File: config.mk
export PLATFORM = sky130hd
export DESIGN_NAME = scroll_display_ctrl
export DESIGN_NICKNAME = d
export VERILOG_FILES = /design/src/rtl/display_pkg.sv /design/src/rtl/msg_buffer.sv /design/src/rtl/scroll_display_ctrl.sv
export SDC_FILE = /design/constraint.sdc
export NUM_CORES = 1
export LEC_CHECK = 0
export CAP_MARGIN = 5
export CORE_ASPECT_RATIO = 0.7
export CORE_MARGIN = 2
export CORE_UTILIZATION = 60
export DETAILED_ROUTE_END_ITERATION = 7
export PLACE_DENSITY = 0.8
export REMOVE_ABC_BUFFERS = 1
export SKIP_CTS_REPAIR_TIMING = 1
export SYNTH_ARGS = -nofsm -noshare
export SYNTH_HDL_FRONTEND = slang
export SYNTH_HIERARCHICAL = 1
export SYNTH_SLANG_ARGS = --single-unit
File: constraint.sdc
create_clock -name clk -period 6.7 [get_ports clk]
set_input_delay 1.005 -clock clk [delete_from_list [all_inputs] [get_ports clk]]
set_output_delay 1.005 -clock clk [all_outputs]
set_load 0.01 [all_outputs]
File: src/rtl/display_pkg.sv
// Shared constants and helpers for the scrolling 7-segment display controller.
// Anode patterns are active-low with an3 in bit 3.
package display_pkg;

    localparam int MSG_LEN = 16;

    localparam logic [3:0] AN_OFF = 4'b1111;
    localparam logic [3:0] AN3_ON = 4'b0111;
    localparam logic [3:0] AN2_ON = 4'b1011;
    localparam logic [3:0] AN1_ON = 4'b1101;
    localparam logic [3:0] AN0_ON = 4'b1110;

    typedef enum logic [1:0] {
        POS_AN3 = 2'd0,
        POS_AN2 = 2'd1,
        POS_AN1 = 2'd2,
        POS_AN0 = 2'd3
    } pos_e;

    function automatic logic [3:0] anode_for(input pos_e pos);
        case (pos)
            POS_AN3: return AN3_ON;
            POS_AN2: return AN2_ON;
            POS_AN1: return AN1_ON;
            POS_AN0: return AN0_ON;
            default: return AN_OFF;
        endcase
    endfunction

    function automatic logic [3:0] msg_init(input int idx);
        return 4'(idx);
    endfunction

endpackage

File: src/rtl/msg_buffer.sv
// 16-entry x 4-bit message register file: synchronous write, combinational read.
// Reset reloads the identity message (entry i holds code i).
module msg_buffer
    import display_pkg::*;
(
    input  logic       clk,
    input  logic       reset,
    input  logic       i_wr_en,
    input  logic [3:0] i_wr_addr,
    input  logic [3:0] i_wr_data,
    input  logic [3:0] i_rd_addr,
    output logic [3:0] o_rd_data
);

    logic [3:0] r_mem [MSG_LEN];

    always_ff @(posedge clk) begin
        if (reset) begin
            for (int i = 0; i < MSG_LEN; i++) begin
                r_mem[i] <= msg_init(i);
            end
        end else if (i_wr_en) begin
            r_mem[i_wr_addr] <= i_wr_data;
        end
    end

    assign o_rd_data = r_mem[i_rd_addr];

endmodule

File: src/rtl/scroll_display_ctrl.sv
// Digit-scan and message-scroll controller for a 4-digit 7-segment display.
// Outputs are registered from next-state values so they line up with the slot counters.
module scroll_display_ctrl
    import display_pkg::*;
#(
    parameter int DIGIT_CYCLES  = 16,
    parameter int BLANK_CYCLES  = 2,
    parameter int SCROLL_FRAMES = 64
) (
    input  logic       clk,
    input  logic       reset,
    input  logic       wr_en,
    input  logic [3:0] wr_addr,
    input  logic [3:0] wr_data,
    input  logic       pause,
    input  logic       dir,
    output logic       an3,
    output logic       an2,
    output logic       an1,
    output logic       an0,
    output logic [3:0] char,
    output logic       frame_tick
);

    localparam int CW = (DIGIT_CYCLES > 1) ? $clog2(DIGIT_CYCLES) : 1;
    localparam int FW = (SCROLL_FRAMES > 1) ? $clog2(SCROLL_FRAMES) : 1;
    localparam logic [CW-1:0] LAST_CYC = CW'(DIGIT_CYCLES - 1);
    localparam logic [CW-1:0] BLANK_C  = CW'(BLANK_CYCLES);
    localparam logic [FW-1:0] LAST_FRM = FW'(SCROLL_FRAMES - 1);

    logic [CW-1:0] r_cyc;
    pos_e          r_slot;
    logic [FW-1:0] r_frame;
    logic [3:0]    r_offset;
    logic [3:0]    r_an;
    logic [3:0]    r_char;
    logic          r_tick;

    logic          w_slot_last;
    logic          w_frame_end;
    logic [CW-1:0] w_cyc_next;
    pos_e          w_slot_next;
    logic [FW-1:0] w_frame_next;
    logic [3:0]    w_offset_next;
    logic [3:0]    w_rd_addr;
    logic [3:0]    w_rd_data;

    assign w_slot_last = (r_cyc == LAST_CYC);
    assign w_frame_end = w_slot_last && (r_slot == POS_AN0);
    assign w_cyc_next  = w_slot_last ? '0 : r_cyc + CW'(1);
    assign w_slot_next = w_slot_last ? pos_e'(2'(r_slot + 2'd1)) : r_slot;

    // Scroll decision happens only on the frame's final cycle, so pause/dir
    // changes mid-frame are ignored until then.
    always_comb begin
        w_frame_next  = r_frame;
        w_offset_next = r_offset;
        if (w_frame_end && !pause) begin
            if (r_frame == LAST_FRM) begin
                w_frame_next  = '0;
                w_offset_next = dir ? (r_offset - 4'd1) : (r_offset + 4'd1);
            end else begin
                w_frame_next = r_frame + FW'(1);
            end
        end
    end

    // Look up with the next offset so a new frame's first slot already uses it.
    assign w_rd_addr = w_offset_next + {2'b00, w_slot_next};

    msg_buffer u_msg_buffer (
        .clk       (clk),
        .reset     (reset),
        .i_wr_en   (wr_en),
        .i_wr_addr (wr_addr),
        .i_wr_data (wr_data),
        .i_rd_addr (w_rd_addr),
        .o_rd_data (w_rd_data)
    );

    always_ff @(posedge clk) begin
        if (reset) begin
            r_cyc    <= '0;
            r_slot   <= POS_AN3;
            r_frame  <= '0;
            r_offset <= '0;
            r_an     <= AN_OFF;
            r_char   <= 4'd0;
            r_tick   <= 1'b0;
        end else begin
            r_cyc    <= w_cyc_next;
            r_slot   <= w_slot_next;
            r_frame  <= w_frame_next;
            r_offset <= w_offset_next;
            r_an     <= (w_cyc_next < BLANK_C) ? AN_OFF : anode_for(w_slot_next);
            r_tick   <= (w_slot_next == POS_AN0) && (w_cyc_next == LAST_CYC);
            // Latch the character only at slot boundaries so writes never glitch a live digit.
            if (w_slot_last) begin
                r_char <= w_rd_data;
            end
        end
    end

    assign an3        = r_an[3];
    assign an2        = r_an[2];
    assign an1        = r_an[1];
    assign an0        = r_an[0];
    assign char       = r_char;
    assign frame_tick = r_tick;

endmodule
### Word level (Yosys, flattened, before mapping)

Memories as Yosys holds them, arrays and structs flattened. A register that Yosys moved wholly into a read port is not among the register bits.
Index checks and enable logic that the tools add are counted.

| operators by class | value |
|---|---|
| add/sub/neg operators | 6 |
| multipliers | 0 |
| div/mod/pow operators | 0 |
| magnitude comparators | 1 |
| equality and inequality tests | 7 |
| shift operators | 0 |
| mux-type cells | 15 |
| bitwise gates (word level) | 0 |
| reductions and logical operators | 7 |

Operator list:

| operator | number |
|---|---|
| $mux W4 | 6 |
| $pmux W4 S4 | 1 |
| $add A4 B1 Y4 const B | 2 |
| $eq A4 B4 Y1 const B | 2 |
| $add A6 B1 Y6 const B | 1 |
| $eq A2 B2 Y1 const B | 3 |
| $eq A6 B6 Y1 const B | 1 |
| $mux W1 | 6 |
| $mux W6 | 1 |
| $add A4 B2 Y4 | 1 |
| $lt A4 B2 Y1 const B | 1 |
| $reduce_or A4 Y1 | 1 |
| $sub A4 B1 Y4 const B | 1 |
| $logic_and A1 B1 Y1 | 3 |
| $add A2 B1 Y2 const B | 1 |
| $eq A2 B1 Y1 const B | 1 |
| $logic_not A2 Y1 | 1 |
| $mux W2 | 1 |
| $reduce_or A2 Y1 | 1 |
| $logic_not A1 Y1 | 1 |

| word-level totals | value |
|---|---|
| register bits | 21 |
| bits in latches | 0 |
| bits in writable memories | 64 |
| bits in read-only memories | 0 |
| input port bits | 13 |
| word-level logic and storage cells | 43 |
| memories kept | 1 |

Memories:

| memory | depth | bits a word | rd ports | clocked after Yosys merged registers in | wr ports | RTL line | source |
|---|---|---|---|---|---|---|---|
| u_msg_buffer.r_mem | 16 | 4 | 1 | 1 | 16 | msg_buffer.sv:15 | `logic [3:0] r_mem [MSG_LEN];` |

### Depth between registers and ports, before layout

Gate-level depths: netlist (run 1).

| logic depth | value |
|---|---|
| depth after elaboration | 5 |
| depth in mapped cells | 14 |
| depth with buffers taken out | 13 |

### Hierarchy

The synthesis (run 1) kept the hierarchy.

Modules (own cells, without submodules):

| module | times used | cells each | area each (um2) | sequential area each (um2) |
|---|---|---|---|---|
| msg_buffer | 1 | 218 | 3134.3 | 1921.8 |
| scroll_display_ctrl | 1 | 122 | 1144.8 | 500.5 |

### Worst setup path before layout (run 1)

OpenSTA, ideal clock, no wires.

| timing path | value |
|---|---|
| path type | input-to-reg |
| from | input port pause |
| to | register r_char[2] (netlist: char[2]) (read register of u_msg_buffer.r_mem) |
| setup time | 0.132 ns |
| data arrival time | 3.685 ns |
| data required time | 6.568 ns |
| setup slack | 2.882 ns |
| stages | 11 |
| buffers on the path | 2 |
| cell sequence | nand2b_1 nor4_4 mux2_2 fa_1 clkbuf_1 buf_2 mux4_2 a22oi_1 nand3_1 nand2_1 a21oi_1 |

| between the ends | value |
|---|---|
| longest elaborated chain between the ends | 4 |

Ends and longest elaborated chain:

| item | RTL line | source |
|---|---|---|
| start, declared | scroll_display_ctrl.sv:15 | `input logic pause,` |
| $logic_not A1 Y1 | scroll_display_ctrl.sv:58 | `if (w_frame_end && !pause) begin` |
| $logic_and A1 B1 Y1 | scroll_display_ctrl.sv:58 |  |
| $mux W4 | scroll_display_ctrl.sv:58 |  |
| named net w_offset_next[1] | scroll_display_ctrl.sv:44 | `logic [3:0] w_offset_next;` |
| $add A4 B2 Y4 | scroll_display_ctrl.sv:69 | `assign w_rd_addr = w_offset_next + {2'b00, w_slot_next};` |
| named net w_rd_addr[1] | scroll_display_ctrl.sv:45 | `logic [3:0] w_rd_addr;` |
| end, declared | scroll_display_ctrl.sv:36 | `logic [3:0] r_char;` |

The timed path passes the listed nets, and every way through them passes these cells.
A chain may end at the register's enable or synchronous reset.

### Final worst setup path (run 1)

Ends and elaborated chain as after synthesis.

==> results of run 1 <==
per-layer routing:
layer	vias up	wire, µm	track usage
met5	-	0	0
met4	0	74	0.0711
met3	13	737	0.0762
met2	82	3800	0.349
met1	1280	3930	0.342
li1	1260	-	-
sequential cells by signal (all words and copies together), names as in the netlist:
name                cells
r_an                    4
r_frame                 6
frame_tick              1
r_slot                  2
r_cyc                   4
r_offset                4
u_msg_buffer/r_mem     64
char                    4
per-stage QoR:
stage	util	setup slack (ps)	cell area, µm²	std cells	hold WS [ps]
floorplan	-	2940	4170	319	449
global placement	0.660	2240	4500	435	475
detailed placement	0.660	2100	4500	435	485
CTS	0.687	2450	4690	451	498
global route	0.687	2260	4690	451	523
finish	0.687	2440	4690	451	497
area by class of cell:
class	count	area (µm²)
clock buffers	10	128
clock inverters	6	58.8
fillers	499	2130
inverters	2	7.51
multi-input cells	228	1740
flip-flops and latches	89	2420
well taps	94	118
repair buffers	22	218
path summary, 6_finish.rpt:
path	to	slack (ps)	cells after the start
max reg2reg	char[2]	2840	10
min	r_cyc[0]	500	1
max	char[2]	2440	10
min reg2reg	r_cyc[0]	500	1
logic make-up after synthesis:
group / share of synthesized area
buffers and inverters: 0.0284
flip-flops: 0.566
adder cells (fa/ha/maj): 0.0327
AO/OA/AOI/OAI: 0.0228
AND/OR/NAND/NOR: 0.230
XOR/XNOR: 0.0246
multiplexers: 0.0953
cells in the final DEF (no fill, tap or decap), types with 12 or more instances in the layout:
master / Yosys / layout
nand3_1: 16 / 16
and2_1: 32 / 32
or3_1: 29 / 29
or2_2: 15 / 15
nor2_1: 22 / 22
edfxtp_1: 64 / 64
nand2_1: 21 / 21
clkdlybuf4s50_1: 0 / 21
mux4_2: 12 / 12
dfxtp_1: 25 / 25
worst max-delay path, cell delays in order:
cell and delay, ps:
clkdlybuf4s50_1 400, nand2b_1 250, nor4_4 550, mux2_2 440, fa_1 1000, mux4_2 400
a22oi_1 180, nand3_1 110, nand2_1 70, a21oi_1 60
power groups by stage:
stage	clock network [W]	registers, W	logic [W]
global placement	0	0.000636	0.0000613
finish	0.000350	0.000624	0.0000630
global route	0.000378	0.000626	0.0000691
floorplan	0	0.000630	0.0000334
CTS	0.000355	0.000624	0.0000629
detailed placement	0	0.000637	0.0000625
==> impl_metrics.yaml, run 1 <==
yosys:
  synth_top_area_cell: "edfxtp_1"
  synth_commonest_cells: "64 x edfxtp_1, 32 x and2_1, 29 x or3_1"
  async_reset_ff_frac: 0
  synth_top_cell_area_share: 0.449
  seq_area_frac_synth: 0.566
  synth_cell_types: 36
  yosys-top-cells-area: "edfxtp_1 45%, dfxtp_1 12%, mux4_2 6.3%"
  synth_flop_cell: "edfxtp_1"
  syn_avg_cell_area_um2: 12.6
  synth_edf_count: 64
  synth.most_common_cell: "edfxtp_1"
  synthCells: 340
  synth_seq_cells: 89
  syn_area_um2: 4280
  yosysWarningCount: 6
timing:
  skew_ps: 10.1
  hold_viol: 0
  grt_setup_unrepaired: "no"
  min_period_ps: 4260
  max_freq_mhz: 235
  setup_tns_ps: 0
  fin_crit_sh: 0.636
  worstMarginPinSlew_ps: 881
  max_slew_margin: 0.412
  final_max_slew_viol_count: 0
  setup_viol: 0
floorplan:
  core_area_um2: 6820
  initial_utilization: 0.628
  num_rows: 25
  ios: 22
  dieWidth_um: 105
  dieHeight_um: 74.7
  die-area_um2: 7830
clock_tree:
  clock-sinks: 89
  cts_tree: "built"
  cts-root-buf: "clkbuf_8"
  htreeDepth: 3
  cts_buffers: 9
  clk_pin_slew_ps: 80
  clk_latency_ps: 360
  cts_buffer_depth: 2
cells_and_area:
  syn_to_final_growth_pct: 9.53
  nNetsFinal: 375
  n_antenna_cell: 0
  drive_gt1_frac: 0.140
job:
  maxCapViolations: 0
grt:
  grt_pass1_wl_mm: 13.4
  grt_pass1_vias: 2476
  grt_use_total: 0.236
  grt_start_max_net_pins: 42
  gr-total-overflow: 0
  grt_antenna_before_repair: 0
pwr:
  power_frac_seq: 0.602
  power_switching_w: 0.000227
  powerDensity_nw_per_um2: 221
  pwr-share-clk: 0.337
  leakagePower_nw: 1.61
  peakVddDrop_v: 0.000208
  combPwrFrac: 0.061
  switching_share: 0.219
  p_total_w: 0.00104
  p_int_w: 0.000810
min_path:
  holdCritPathClass: "flip-flop to flip-flop"
  worstHoldStart: "r_cyc[0]"
critical_path:
  crit_path_start: "pause"
  startpoint_type: "primary input"
  crit_arrival_ps: 4490
  crit_type: "primary input to flip-flop"
  cp.required_ps: 6920
  cp-end-kind: "flip-flop"
  reg2reg_from: "r_cyc[0]"
  crit_path_max_fanout: 16
placed_design:
  port_buffers: 21
  gp_congestion: 0.872
  dp_hpwl_mm: 6.02
detailed_routing:
  routed_wl_mm: 8.54
  postRouteAntennaNets: 0
  dr.pass1.iters: 4
  wl_per_cell_um: 18.9
  route.vias.total: 2635
  drt_iter0_markers: 194
  drc_errors: 0
  routed_via_density: 5.84
status:
  outcome: "complete, no violations"
Note: power is estimated with default switching activity, not from simulation.
==> inputs of run 2 (changes only) <==
--- a/config.mk
+++ b/config.mk
@@ -8,9 +8,9 @@
 export CAP_MARGIN = 5
 export CORE_ASPECT_RATIO = 0.7
 export CORE_MARGIN = 2
-export CORE_UTILIZATION = 60
+export CORE_UTILIZATION = 54
 export DETAILED_ROUTE_END_ITERATION = 7
-export PLACE_DENSITY = 0.8
+export PLACE_DENSITY = 0.76
 export REMOVE_ABC_BUFFERS = 1
 export SKIP_CTS_REPAIR_TIMING = 1
 export SYNTH_ARGS = -nofsm -noshare
==> constraint.sdc (replaced) <==
create_clock -name clk -period 3.8 [get_ports clk]
set_input_delay 0.57 -clock clk [delete_from_list [all_inputs] [get_ports clk]]
set_output_delay 0.57 -clock clk [all_outputs]
set_load 0.01 [all_outputs]
==> impl_metrics.yaml, run 2 (synthesis gave the netlist of run 1 again) <==
status:
  outcome: "complete, no violations"
detailed_routing:
  drc_errors: 0
  postRouteAntennaNets: 0
  wl_per_cell_um: 19.3
  routed_via_density: 5.71
  drt_iter0_markers: 176
  route.vias.total: 2640
  routed_wl_mm: 8.93
  dr.pass1.iters: 4
grt:
  top_usage_layer: "met1"
  grt_util_met2: 0.331
  grt_pass1_wl_mm: 14.4
  met3_usage: 0.0872
  grt_use_total: 0.235
  use_met1: 0.342
  grt_start_max_net_pins: 31
  gr-total-overflow: 0
  grt_pass1_vias: 2543
  grt_antenna_before_repair: 0
cells_and_area:
  top_register: "u_msg_buffer/r_mem"
  drive_gt1_frac: 0.147
  syn_to_final_growth_pct: 14.5
  final_cell_mix: "64 x edfxtp_1, 32 x and2_1, 29 x or3_1"
  nNetsFinal: 379
  largest_reg_flops: 64
  stdcell_area_um2: 4900
  n_antenna_cell: 0
  final_common_cell: "edfxtp_1"
  reg_top3: "u_msg_buffer/r_mem x64, r_frame x6"
floorplan:
  dieHeight_um: 78.5
  dieWidth_um: 110
  die-area_um2: 8660
  core_area_um2: 7770
  initial_utilization: 0.551
  ios: 22
  num_rows: 27
critical_path:
  path_cells: "ha_1 -> and3_1 -> xnor2_1 -> inv_1 -> ha_1 -> fa_1 -> xnor2_1 -> nor2b_1 -> a22oi_1 -> nand3_1 -> nand2_1 -> a21oi_1"
  crit_type: "flip-flop to flip-flop"
  cp-end-kind: "flip-flop"
  cp_slowest_cell: "xnor2_1"
  crit_family: "adder cells"
  crit_path_max_fanout: 7
  r2r_slack_ps: 230
  crit_buf_inv: 1
  crit_arrival_ps: 3840
  cp.required_ps: 4070
  startpoint_type: "flip-flop"
  max_stage_delay_ps: 500
timing:
  max_slew_margin: 0.541
  hold_viol: 0
  final_max_slew_viol_count: 0
  worstMarginPinSlew_ps: 683
  setup_viol: 0
  fin_crit_sh: 0.940
  setup_tns_ps: 0
  max_freq_mhz: 280
  grt_setup_unrepaired: "no"
  skew_ps: 6.03
  min_period_ps: 3570
placed_design:
  port_buffers: 21
  dp_hpwl_mm: 6.08
  place_area_um2: 4560
  gp_congestion: 0.842
pwr:
  leakagePower_nw: 1.71
  peakVddDrop_v: 0.000263
  powerDensity_nw_per_um2: 450
clock_tree:
  clk_latency_ps: 340
  cts_buffer_depth: 2
  cts_buffers: 9
  clock-sinks: 89
  cts-root-buf: "clkbuf_16"
  clk_pin_slew_ps: 60
  cts_tree: "built"
  htreeDepth: 3
min_path:
  holdCritPathClass: "flip-flop to flip-flop"
job:
  maxCapViolations: 0
[run 2: changes by cell type in the layout (fill, tap and decap cells not counted), moves of 2 or more]
cell and delta:
clkbuf_16 +9, clkinvlp_4 -2, clkbuf_8 -9, buf_12 +2
clkinv_2 -2, buf_4 +2, bufinv_16 +2
[run 2: routing by layer]
metal | routed length (µm) | vias to the layer above
li1 | - | 1267
met1 | 4070 | 1270
met2 | 4000 | 94
met3 | 775 | 9
met4 | 91 | 0
met5 | 0 | -
[run 2: layout make-up]
class	count	area (µm²)
Inverter	2	7.51
Tap cell	101	126
Clock buffer	10	229
Clock inverter	6	106
Sequential cell	89	2420
Fill cell	597	2870
Multi-Input combinational cell	228	1740
Timing Repair Buffer	26	273
[run 2: worst paths after layout]
check,cells after the start,end,startpoint
setup / recovery,12,char[3],r_cyc[0]
hold / removal,2,char[2],char[2]
setup reg to reg,12,char[3],r_cyc[0]
hold reg to reg,2,char[2],char[2]
[run 2: stage by stage]
stage          total power, W  cells  utilization  hold WS (ps)  worst slack, ps
2_1_floorplan         0.00117    319            -           449              473
3_3_place_gp          0.00123    446        0.587           488              238
3_5_place_dp          0.00124    446        0.587           492              148
4_1_cts               0.00222    462        0.631           501              306
5_1_grt               0.00227    462        0.631           530             8.32
6_report              0.00220    462        0.631           503              229
[run 2: power by group]
part           leakage [nW]  internal, W  switching, W
clock network         0.162     0.000639      0.000348
logic                 0.722    0.0000471     0.0000656
registers             0.829      0.00108     0.0000210
total                  1.71      0.00177      0.000435
[run 2: tightest hold or removal path: cells and delay by family, from the launching register on]
kind | cells | cell delay, ps
AND/OR/NAND/NOR | 1 | 70
AO/OA/AOI/OAI | 1 | 60
flip-flops | 1 | 330
